File: src/rtl/promote_menu_ctrl_pkg.sv
`default_nettype none
// ============================================================================
// Module   : chess_pkg
// Purpose  : Shared piece/state encodings and promotion-sprite geometry.
// Revision : 1.0
// ============================================================================
package chess_pkg;

    typedef enum logic [1:0] {
        QUEEN  = 2'd0,
        ROOK   = 2'd1,
        BISHOP = 2'd2,
        KNIGHT = 2'd3
    } piece_e;

    typedef enum logic [1:0] {
        PS_IDLE   = 2'd0,
        PS_OPEN   = 2'd1,
        PS_SELECT = 2'd2,
        PS_COMMIT = 2'd3
    } promo_state_e;

    localparam int PROMO_W    = 60;
    localparam int PROMO_H    = 240;
    localparam int PROMO_BAND = 60;
    localparam int PROMO_X0   = 290;
    localparam int PROMO_Y0   = 120;

endpackage
`default_nettype wire

File: src/rtl/promote_menu_ctrl_if.sv
`default_nettype none
// ============================================================================
// Module   : promote_menu_ctrl_if
// Purpose  : Request/result handshake between game logic and the promotion menu.
// Revision : 1.0
// ============================================================================
interface promote_menu_ctrl_if;
    import chess_pkg::*;

    logic   req_valid;
    logic   req_color;
    logic   req_ready;
    logic   done_valid;
    piece_e done_piece;
    logic   done_ready;

    modport master (
        output req_valid, req_color, done_ready,
        input  req_ready, done_valid, done_piece
    );

    modport slave (
        input  req_valid, req_color, done_ready,
        output req_ready, done_valid, done_piece
    );

endinterface
`default_nettype wire

File: src/rtl/promote_menu_ctrl_addr_gen.sv
`default_nettype none
// ============================================================================
// Module   : promote_addr_gen
// Purpose  : Overlay window test, sprite ROM address and cursor-band highlight.
// Revision : 1.0
// ============================================================================
module promote_addr_gen
    import chess_pkg::*;
#(
    parameter int SPRITE_W = PROMO_W,
    parameter int SPRITE_H = PROMO_H,
    parameter int BAND_H   = PROMO_BAND,
    parameter int ORIGIN_X = PROMO_X0,
    parameter int ORIGIN_Y = PROMO_Y0
) (
    input  logic        clk,
    input  logic        rst,
    input  logic        enable,
    input  logic [9:0]  draw_x,
    input  logic [9:0]  draw_y,
    input  logic        blank,
    input  logic [1:0]  cursor,
    output logic [13:0] rom_address,
    output logic        overlay_active,
    output logic        hl
);

    localparam logic [9:0]  X_LO  = 10'(ORIGIN_X);
    localparam logic [9:0]  X_HI  = 10'(ORIGIN_X + SPRITE_W);
    localparam logic [9:0]  Y_LO  = 10'(ORIGIN_Y);
    localparam logic [9:0]  Y_HI  = 10'(ORIGIN_Y + SPRITE_H);
    localparam logic [13:0] W_MUL = 14'(SPRITE_W);
    localparam logic [9:0]  BAND1 = 10'(BAND_H);
    localparam logic [9:0]  BAND2 = 10'(2 * BAND_H);
    localparam logic [9:0]  BAND3 = 10'(3 * BAND_H);

    logic [9:0] w_dx;
    logic [9:0] w_dy;
    logic       w_in_win;
    logic [1:0] w_band;

    always_comb begin
        w_dx     = draw_x - X_LO;
        w_dy     = draw_y - Y_LO;
        w_in_win = enable && blank &&
                   (draw_x >= X_LO) && (draw_x < X_HI) &&
                   (draw_y >= Y_LO) && (draw_y < Y_HI);
        // Band index by threshold count avoids a divider for the 4 stacked bands.
        w_band   = {1'b0, (w_dy >= BAND1)} +
                   {1'b0, (w_dy >= BAND2)} +
                   {1'b0, (w_dy >= BAND3)};
    end

    always_ff @(posedge clk) begin
        if (rst) begin
            rom_address    <= '0;
            overlay_active <= 1'b0;
            hl             <= 1'b0;
        end else if (w_in_win) begin
            rom_address    <= 14'(w_dy) * W_MUL + 14'(w_dx);
            overlay_active <= 1'b1;
            hl             <= (w_band == cursor);
        end else begin
            rom_address    <= '0;
            overlay_active <= 1'b0;
            hl             <= 1'b0;
        end
    end

endmodule
`default_nettype wire

File: src/rtl/promote_menu_ctrl.sv
`default_nettype none
// ============================================================================
// Module   : promote_menu_ctrl
// Purpose  : Pawn-promotion overlay sequencer: request, frame sync, cursor, result.
// Revision : 1.0
// ============================================================================
module promote_menu_ctrl
    import chess_pkg::*;
#(
    parameter int SPRITE_W = PROMO_W,
    parameter int SPRITE_H = PROMO_H,
    parameter int BAND_H   = PROMO_BAND,
    parameter int ORIGIN_X = PROMO_X0,
    parameter int ORIGIN_Y = PROMO_Y0
) (
    input  logic                vga_clk,
    input  logic                reset,
    promote_menu_ctrl_if.slave  bus,
    input  logic                key_up,
    input  logic                key_down,
    input  logic                key_enter,
    input  logic [9:0]          DrawX,
    input  logic [9:0]          DrawY,
    input  logic                blank,
    output logic [13:0]         rom_address,
    output logic                rom_sel_black,
    output logic                overlay_active,
    output logic                hl
);

    promo_state_e state;
    logic [1:0]   cursor;

    assign bus.req_ready = (state == PS_IDLE);

    always_ff @(posedge vga_clk) begin
        if (reset) begin
            state          <= PS_IDLE;
            cursor         <= 2'd0;
            rom_sel_black  <= 1'b0;
            bus.done_valid <= 1'b0;
            bus.done_piece <= QUEEN;
        end else begin
            case (state)
                PS_IDLE: begin
                    if (bus.req_valid) begin
                        rom_sel_black <= bus.req_color;
                        cursor        <= 2'd0;
                        state         <= PS_OPEN;
                    end
                end
                PS_OPEN: begin
                    if (DrawX == 10'd0 && DrawY == 10'd0) begin
                        state <= PS_SELECT;
                    end
                end
                PS_SELECT: begin
                    // Enter takes priority; a simultaneous up/down is dropped.
                    if (key_enter) begin
                        bus.done_piece <= piece_e'(cursor);
                        bus.done_valid <= 1'b1;
                        state          <= PS_COMMIT;
                    end else if (key_up && !key_down) begin
                        if (cursor != 2'd0) cursor <= cursor - 2'd1;
                    end else if (key_down && !key_up) begin
                        if (cursor != 2'd3) cursor <= cursor + 2'd1;
                    end
                end
                PS_COMMIT: begin
                    if (bus.done_ready) begin
                        bus.done_valid <= 1'b0;
                        state          <= PS_IDLE;
                    end
                end
                default: state <= PS_IDLE;
            endcase
        end
    end

    promote_addr_gen #(
        .SPRITE_W (SPRITE_W),
        .SPRITE_H (SPRITE_H),
        .BAND_H   (BAND_H),
        .ORIGIN_X (ORIGIN_X),
        .ORIGIN_Y (ORIGIN_Y)
    ) u_addr_gen (
        .clk            (vga_clk),
        .rst            (reset),
        .enable         ((state == PS_SELECT) || (state == PS_COMMIT)),
        .draw_x         (DrawX),
        .draw_y         (DrawY),
        .blank          (blank),
        .cursor         (cursor),
        .rom_address    (rom_address),
        .overlay_active (overlay_active),
        .hl             (hl)
    );

endmodule
`default_nettype wire

File: src/flat_wrapper.sv
// flat-port wrapper written by rule: the top's interface ports become plain ports
module promote_menu_ctrl_flat import chess_pkg::*;
#(
    parameter int SPRITE_W = PROMO_W,
    parameter int SPRITE_H = PROMO_H,
    parameter int BAND_H   = PROMO_BAND,
    parameter int ORIGIN_X = PROMO_X0,
    parameter int ORIGIN_Y = PROMO_Y0
)
  (vga_clk, reset, key_up, key_down, key_enter, DrawX, DrawY, blank, rom_address, rom_sel_black, overlay_active, hl, bus_req_valid, bus_req_color, bus_done_ready, bus_req_ready, bus_done_valid, bus_done_piece);
  promote_menu_ctrl_if bus_i ();
  input  logic vga_clk;
  input  logic reset;
  input  logic key_up;
  input  logic key_down;
  input  logic key_enter;
  input  logic [9:0] DrawX;
  input  logic [9:0] DrawY;
  input  logic blank;
  output logic [13:0] rom_address;
  output logic rom_sel_black;
  output logic overlay_active;
  output logic hl;
  input wire logic [$bits(bus_i.req_valid)-1:0] bus_req_valid;
  input wire logic [$bits(bus_i.req_color)-1:0] bus_req_color;
  input wire logic [$bits(bus_i.done_ready)-1:0] bus_done_ready;
  output wire logic [$bits(bus_i.req_ready)-1:0] bus_req_ready;
  output wire logic [$bits(bus_i.done_valid)-1:0] bus_done_valid;
  output wire logic [$bits(bus_i.done_piece)-1:0] bus_done_piece;
  assign bus_i.req_valid = bus_req_valid;
  assign bus_i.req_color = bus_req_color;
  assign bus_i.done_ready = bus_done_ready;
  assign bus_req_ready = bus_i.req_ready;
  assign bus_done_valid = bus_i.done_valid;
  assign bus_done_piece = bus_i.done_piece;
  promote_menu_ctrl #(.SPRITE_W(SPRITE_W), .SPRITE_H(SPRITE_H), .BAND_H(BAND_H), .ORIGIN_X(ORIGIN_X), .ORIGIN_Y(ORIGIN_Y)) u_core (.vga_clk(vga_clk), .reset(reset), .bus(bus_i), .key_up(key_up), .key_down(key_down), .key_enter(key_enter), .DrawX(DrawX), .DrawY(DrawY), .blank(blank), .rom_address(rom_address), .rom_sel_black(rom_sel_black), .overlay_active(overlay_active), .hl(hl));
endmodule
File: config.mk
export PLATFORM = sky130hd
export DESIGN_NAME = promote_menu_ctrl_flat
export DESIGN_NICKNAME = d
export VERILOG_FILES = /design/src/rtl/promote_menu_ctrl_pkg.sv /design/src/rtl/promote_menu_ctrl_if.sv /design/src/rtl/promote_menu_ctrl_addr_gen.sv /design/src/rtl/promote_menu_ctrl.sv /design/src/flat_wrapper.sv
export SDC_FILE = /design/constraint.sdc
export NUM_CORES = 1
export LEC_CHECK = 0
export ABC_AREA = 1
export ABC_CLOCK_PERIOD_IN_PS = 5000
export BUFFER_PORTS_ARGS = -buffer_cell sky130_fd_sc_hd__buf_2
export CAP_MARGIN = 10
export CORE_MARGIN = 2
export CORE_UTILIZATION = 40
export CTS_CLUSTER_DIAMETER = 80
export DETAILED_ROUTE_END_ITERATION = 10
export GPL_ROUTABILITY_DRIVEN = 0
export MAX_ROUTING_LAYER = met4
export SLEW_MARGIN = 5
export SYNTH_ARGS = -nofsm -noshare
export SYNTH_HDL_FRONTEND = slang
export SYNTH_SLANG_ARGS = --single-unit
export TNS_END_PERCENT = 1
File: constraint.sdc
create_clock -name vga_clk -period 5 [get_ports vga_clk]
set_input_delay 0.5 -clock vga_clk [delete_from_list [all_inputs] [get_ports vga_clk]]
set_output_delay 0.5 -clock vga_clk [all_outputs]
set_load 0.005 [all_outputs]
==> summary.md <==
| Metric | Value |
|---|---|
| Number of sinks handled by clock tree synthesis | 24 |
| Number of distinct library cell variants in the gate-level netlist after synthesis | 35 |
| Cell type group with the largest total delay on the critical path | adder cells |
| Fin cells | 562 |
| Buffers & Inverters on Critical Path | 4 |
| Netlist Area Pre-Place | 2790 sq um |
| Final std cell area, no fill | 3210 sq um |
| Average size of a mapped cell | around 6.8 sq um |
| Post-detailed-route wirelength per cell | between 10 and 15 microns |
| Worst slack, placed | 0.585 ns |
| Power density over the cells | 373 nW/um^2 |
| Aggregate global-route resource usage | 17.6% |
| Antenna viol nets, final | 0 |
| Total Negative Setup Slacks | 0 ns |
| Latest clock arrival within the worst-skew pair | 0.27 ns |
| CP Class | input pin to register |
| Number of global-route vias before repair | 2,495 |
| Synth Register Bits | 24 |
| Synth warn | 0 |
| Filler cell count | between 700 and 800 |
| Die extent in x | 87.6 microns |
| Most used DFF post-synth | dfxtp_1 |
| Ports placed on the boundary | 50 |
| Grt ovf | 0 |
| Post-synthesis to final-layout area growth | 15.0% |
| Cell count along the critical path | 22 |
| Hold bufs inserted after CTS | 0 |
| Capturing element type of the critical path | register |
| Period minus WS final | 4.14 ns |
| CTS root buffer | clkbuf_8 |
| Pins over their slew limit | 0 |
| Post-Synthesis Cells | 413 |
| Pin count of the biggest net entering global routing | 14 |
| Max cap viols | 0 |
| Post-CTS Setup Repair Bufs | 0 |
| Number of nets produced by synthesis | 486 |
| Worst supply voltage drop on vdd | 0.204 mV |
| Iter 0 DRT Violations | 104 |
| Number of search-and-repair iterations in the first detailed-routing pass | 4 |
| Vias per std cell | 4.67 |
| CP startpoint kind | input pin |
| Number of port buffers | 49 |
| Worst min-delay path class | input pin to register |
| Final worst-path setup slack | 0.858 ns |
| Final period util | about 83% |
| Library cell appearing most often on the critical path | nand2_1 |
| R2r setup slk | roughly 3.2 ns |
| Aggregate routed wire length | 6120 microns |
| Leak pwr | 1.78 nW |
| Buffer levels on the longest clock path | 2 |
| Transition time at the pin with the least slew margin | 0.554 ns |
| Library cell contributing the largest single delay on the critical path | fa_1 |
| Wire length of the first global-routing pass | 10,700 microns |
| Placement Cell Area | 3160 sq um |
| Final Setup Violations | 0 |
| Total half-perimeter wirelength after legalization and detailed placement | 5230 microns |
| Antenna violations before repair | 0 |
| Placed Cells incl. Taps | 558 |
| Worst Hold Path Cells | 2 |
| N_diodes | 0 |
| Sequential cell area fraction in the yosys report | 17.2% |
| Register-to-Register Path Depth | 10 |
| Layout Utilization | 47.3% |
| Nets | 540 |
| Number of flops mapped to enable cells by yosys | 0 |
| Critical path fanouts, max | 6 |
| Critical path data required time | 5.22 ns |
| Starting density of the core | 41.1% |
| Floorplan core area | approximately 6800 sq um |
| CTS tree | built |
| Final number of hold-violating endpoints | 0 |
| FMAX | 241 MHz |
| Chip height | 87.6 microns |
| Count of instances resized after the clock tree is built | 0 |
| CP arrival | 4.36 ns |
| Clock slew at the register clock pins of the worst setup and hold paths | around 0.090 ns |
| Clock buffers created by TritonCTS | 3 |
| Via count | 2,625 |
| Share of cells above drive strength 1 | 18.0% |
| Status | completed |
| Crit path cell chain | buf_2 > ha_1 > xnor2_1 > nor2_1 > inv_1 > nand2_1 > xor2_1 > inv_1 > fa_1 > inv_1 > ha_1 > a21oi_1 > nand2_1 > a21oi_1 > xnor2_1 > ha_1 > nand2_1 > o21ai_1 > nand2_1 > o21ai_0 > nand2_1 > nor2_1 |
| Share of synthesized flip-flops with an asynchronous set or reset | 0% |
| Max-slew headroom | a little over three fifths |
| Setup Skew | 0.00902 ns |
| Total DRC errors in the routed layout | 0 |
| Level count of the clock H-tree | 1 |
| Number of rows in the core area | 30 |
| Stage delay of the slowest cell on the critical path | between 0.4 and 0.5 ns |
| Area enclosed by the die boundary | 7670 sq um |
| Setup repair after global routing missed its margin | no |
[power by group]
group	internal (mW)	switching (mW)
clock	0.0704	0.0661
sequential	0.209	0.0151
combinational	0.324	0.513
[layer usage]
layer | wire [microns] | track usage, % | share of wire (%) | up-vias
li1 | - | - | - | 1396
met1 | 3250 | 25.8 | 53 | 1172
met2 | 2630 | 26.2 | 43 | 51
met3 | 193 | 1.32 | 3.2 | 6
met4 | 51 | 4.62 | 0.83 | 0
met5 | 0 | - | 0 | -
[sequential cells by signal (all words and copies together), names as in the netlist]
| signal | cells |
|---|---|
| u_core.bus.done_valid | 1 |
| u_core.rom_sel_black | 1 |
| u_core.bus.done_piece | 2 |
| u_core.u_addr_gen.overlay_active | 1 |
| u_core.state | 2 |
| u_core.u_addr_gen.hl | 1 |
| u_core.u_addr_gen.rom_address | 14 |
| u_core.cursor | 2 |
[worst reg2reg max path, stage by stage, from the launching register on]
cell and delay, ns:
dfxtp_1 0.34, inv_1 0.10, ha_1 0.29, nor2_1 0.09, nor3_1 0.14, nand4_1 0.12, a21oi_2 0.17, nand3_4 0.18
clkinv_2 0.16, o21ai_2 0.07, a21oi_2 0.09
[synthesized netlist by cell type (2+ instances only)]
library cell  instances  area share (%)
a21o_1                3            0.81
a21oi_1              21             3.8
a21oi_2               2            0.63
dfxtp_1              24              17
fa_1                 12             8.6
ha_1                 32              14
inv_1                76              10
inv_2                 5            0.67
nand2_1              78              10
nand2_2               9             2.0
nand3_1              23             4.1
nand3_2               2            0.72
nand4_1               7             1.6
nor2_1               50             6.7
nor3_1                6             1.1
o21ai_0              14             2.5
o21ai_1               4            0.72
o21ai_2               2            0.63
or2_2                 4            0.90
xnor2_1              10             3.1
xor2_1               15             4.7
[path summary, 6_finish.rpt]
check	end	startpoint
worst max-delay path	u_core.u_addr_gen.rom_address[12]$_SDFF_PP0_	DrawY[3]
worst min-delay path	u_core.bus.done_valid$_SDFFE_PP0P_	reset
worst max register to register	u_core.u_addr_gen.rom_address[11]$_SDFF_PP0_	u_core.state[0]$_SDFFE_PP0P_
worst min register to register	u_core.rom_sel_black$_SDFFE_PP0P_	u_core.rom_sel_black$_SDFFE_PP0P_
[cells in the final DEF (no fill, tap or decap), types with 2 or more instances in the layout]
| cell type | instances |
|---|---|
| nand3_2 | 2 |
| o21ai_1 | 4 |
| xor2_1 | 15 |
| nand3_1 | 23 |
| ha_1 | 32 |
| buf_2 | 49 |
| nand4_1 | 7 |
| nor3_1 | 6 |
| inv_1 | 76 |
| or2_2 | 4 |
| xnor2_1 | 10 |
| clkbuf_8 | 4 |
| dfxtp_1 | 24 |
| a21oi_2 | 2 |
| o21ai_2 | 2 |
| inv_2 | 5 |
| nor2_1 | 50 |
| o21ai_0 | 14 |
| a21oi_1 | 21 |
| a21o_1 | 3 |
| nand2_1 | 78 |
| nand2_2 | 9 |
| fa_1 | 12 |
[metrics by stage]
stage | power [mW] | hold WS, ns
3_5_place_dp | 1.06 | 0.465
4_1_cts | 1.20 | 0.407
2_1_floorplan | 0.894 | 0.449
5_1_grt | 1.35 | 0.426
6_report | 1.20 | 0.415
3_3_place_gp | 1.05 | 0.445
[kinds of logic after synthesis]
family | Yosys count | synth area share (%)
AOI/OAI and AO/OA | 52 | 10.9
xor gates and xnor gates | 26 | 8.42
and+or+nand+nor | 184 | 29.4
adders and majority gates | 44 | 22.9
DFF | 24 | 17.2
buffers and inverters | 83 | 11.2
[final cells by class]
type,instances,area [sq um],share of cell area (%)
clock buffer,4,55.1,1.71
timing repair buffer,49,245,7.63
tap,96,120,3.74
sequential,24,480,14.9
inverter,83,313,9.73
multi-input combinational,306,2000,62.2
No activity file was read; power rests on OpenSTA's default activity.
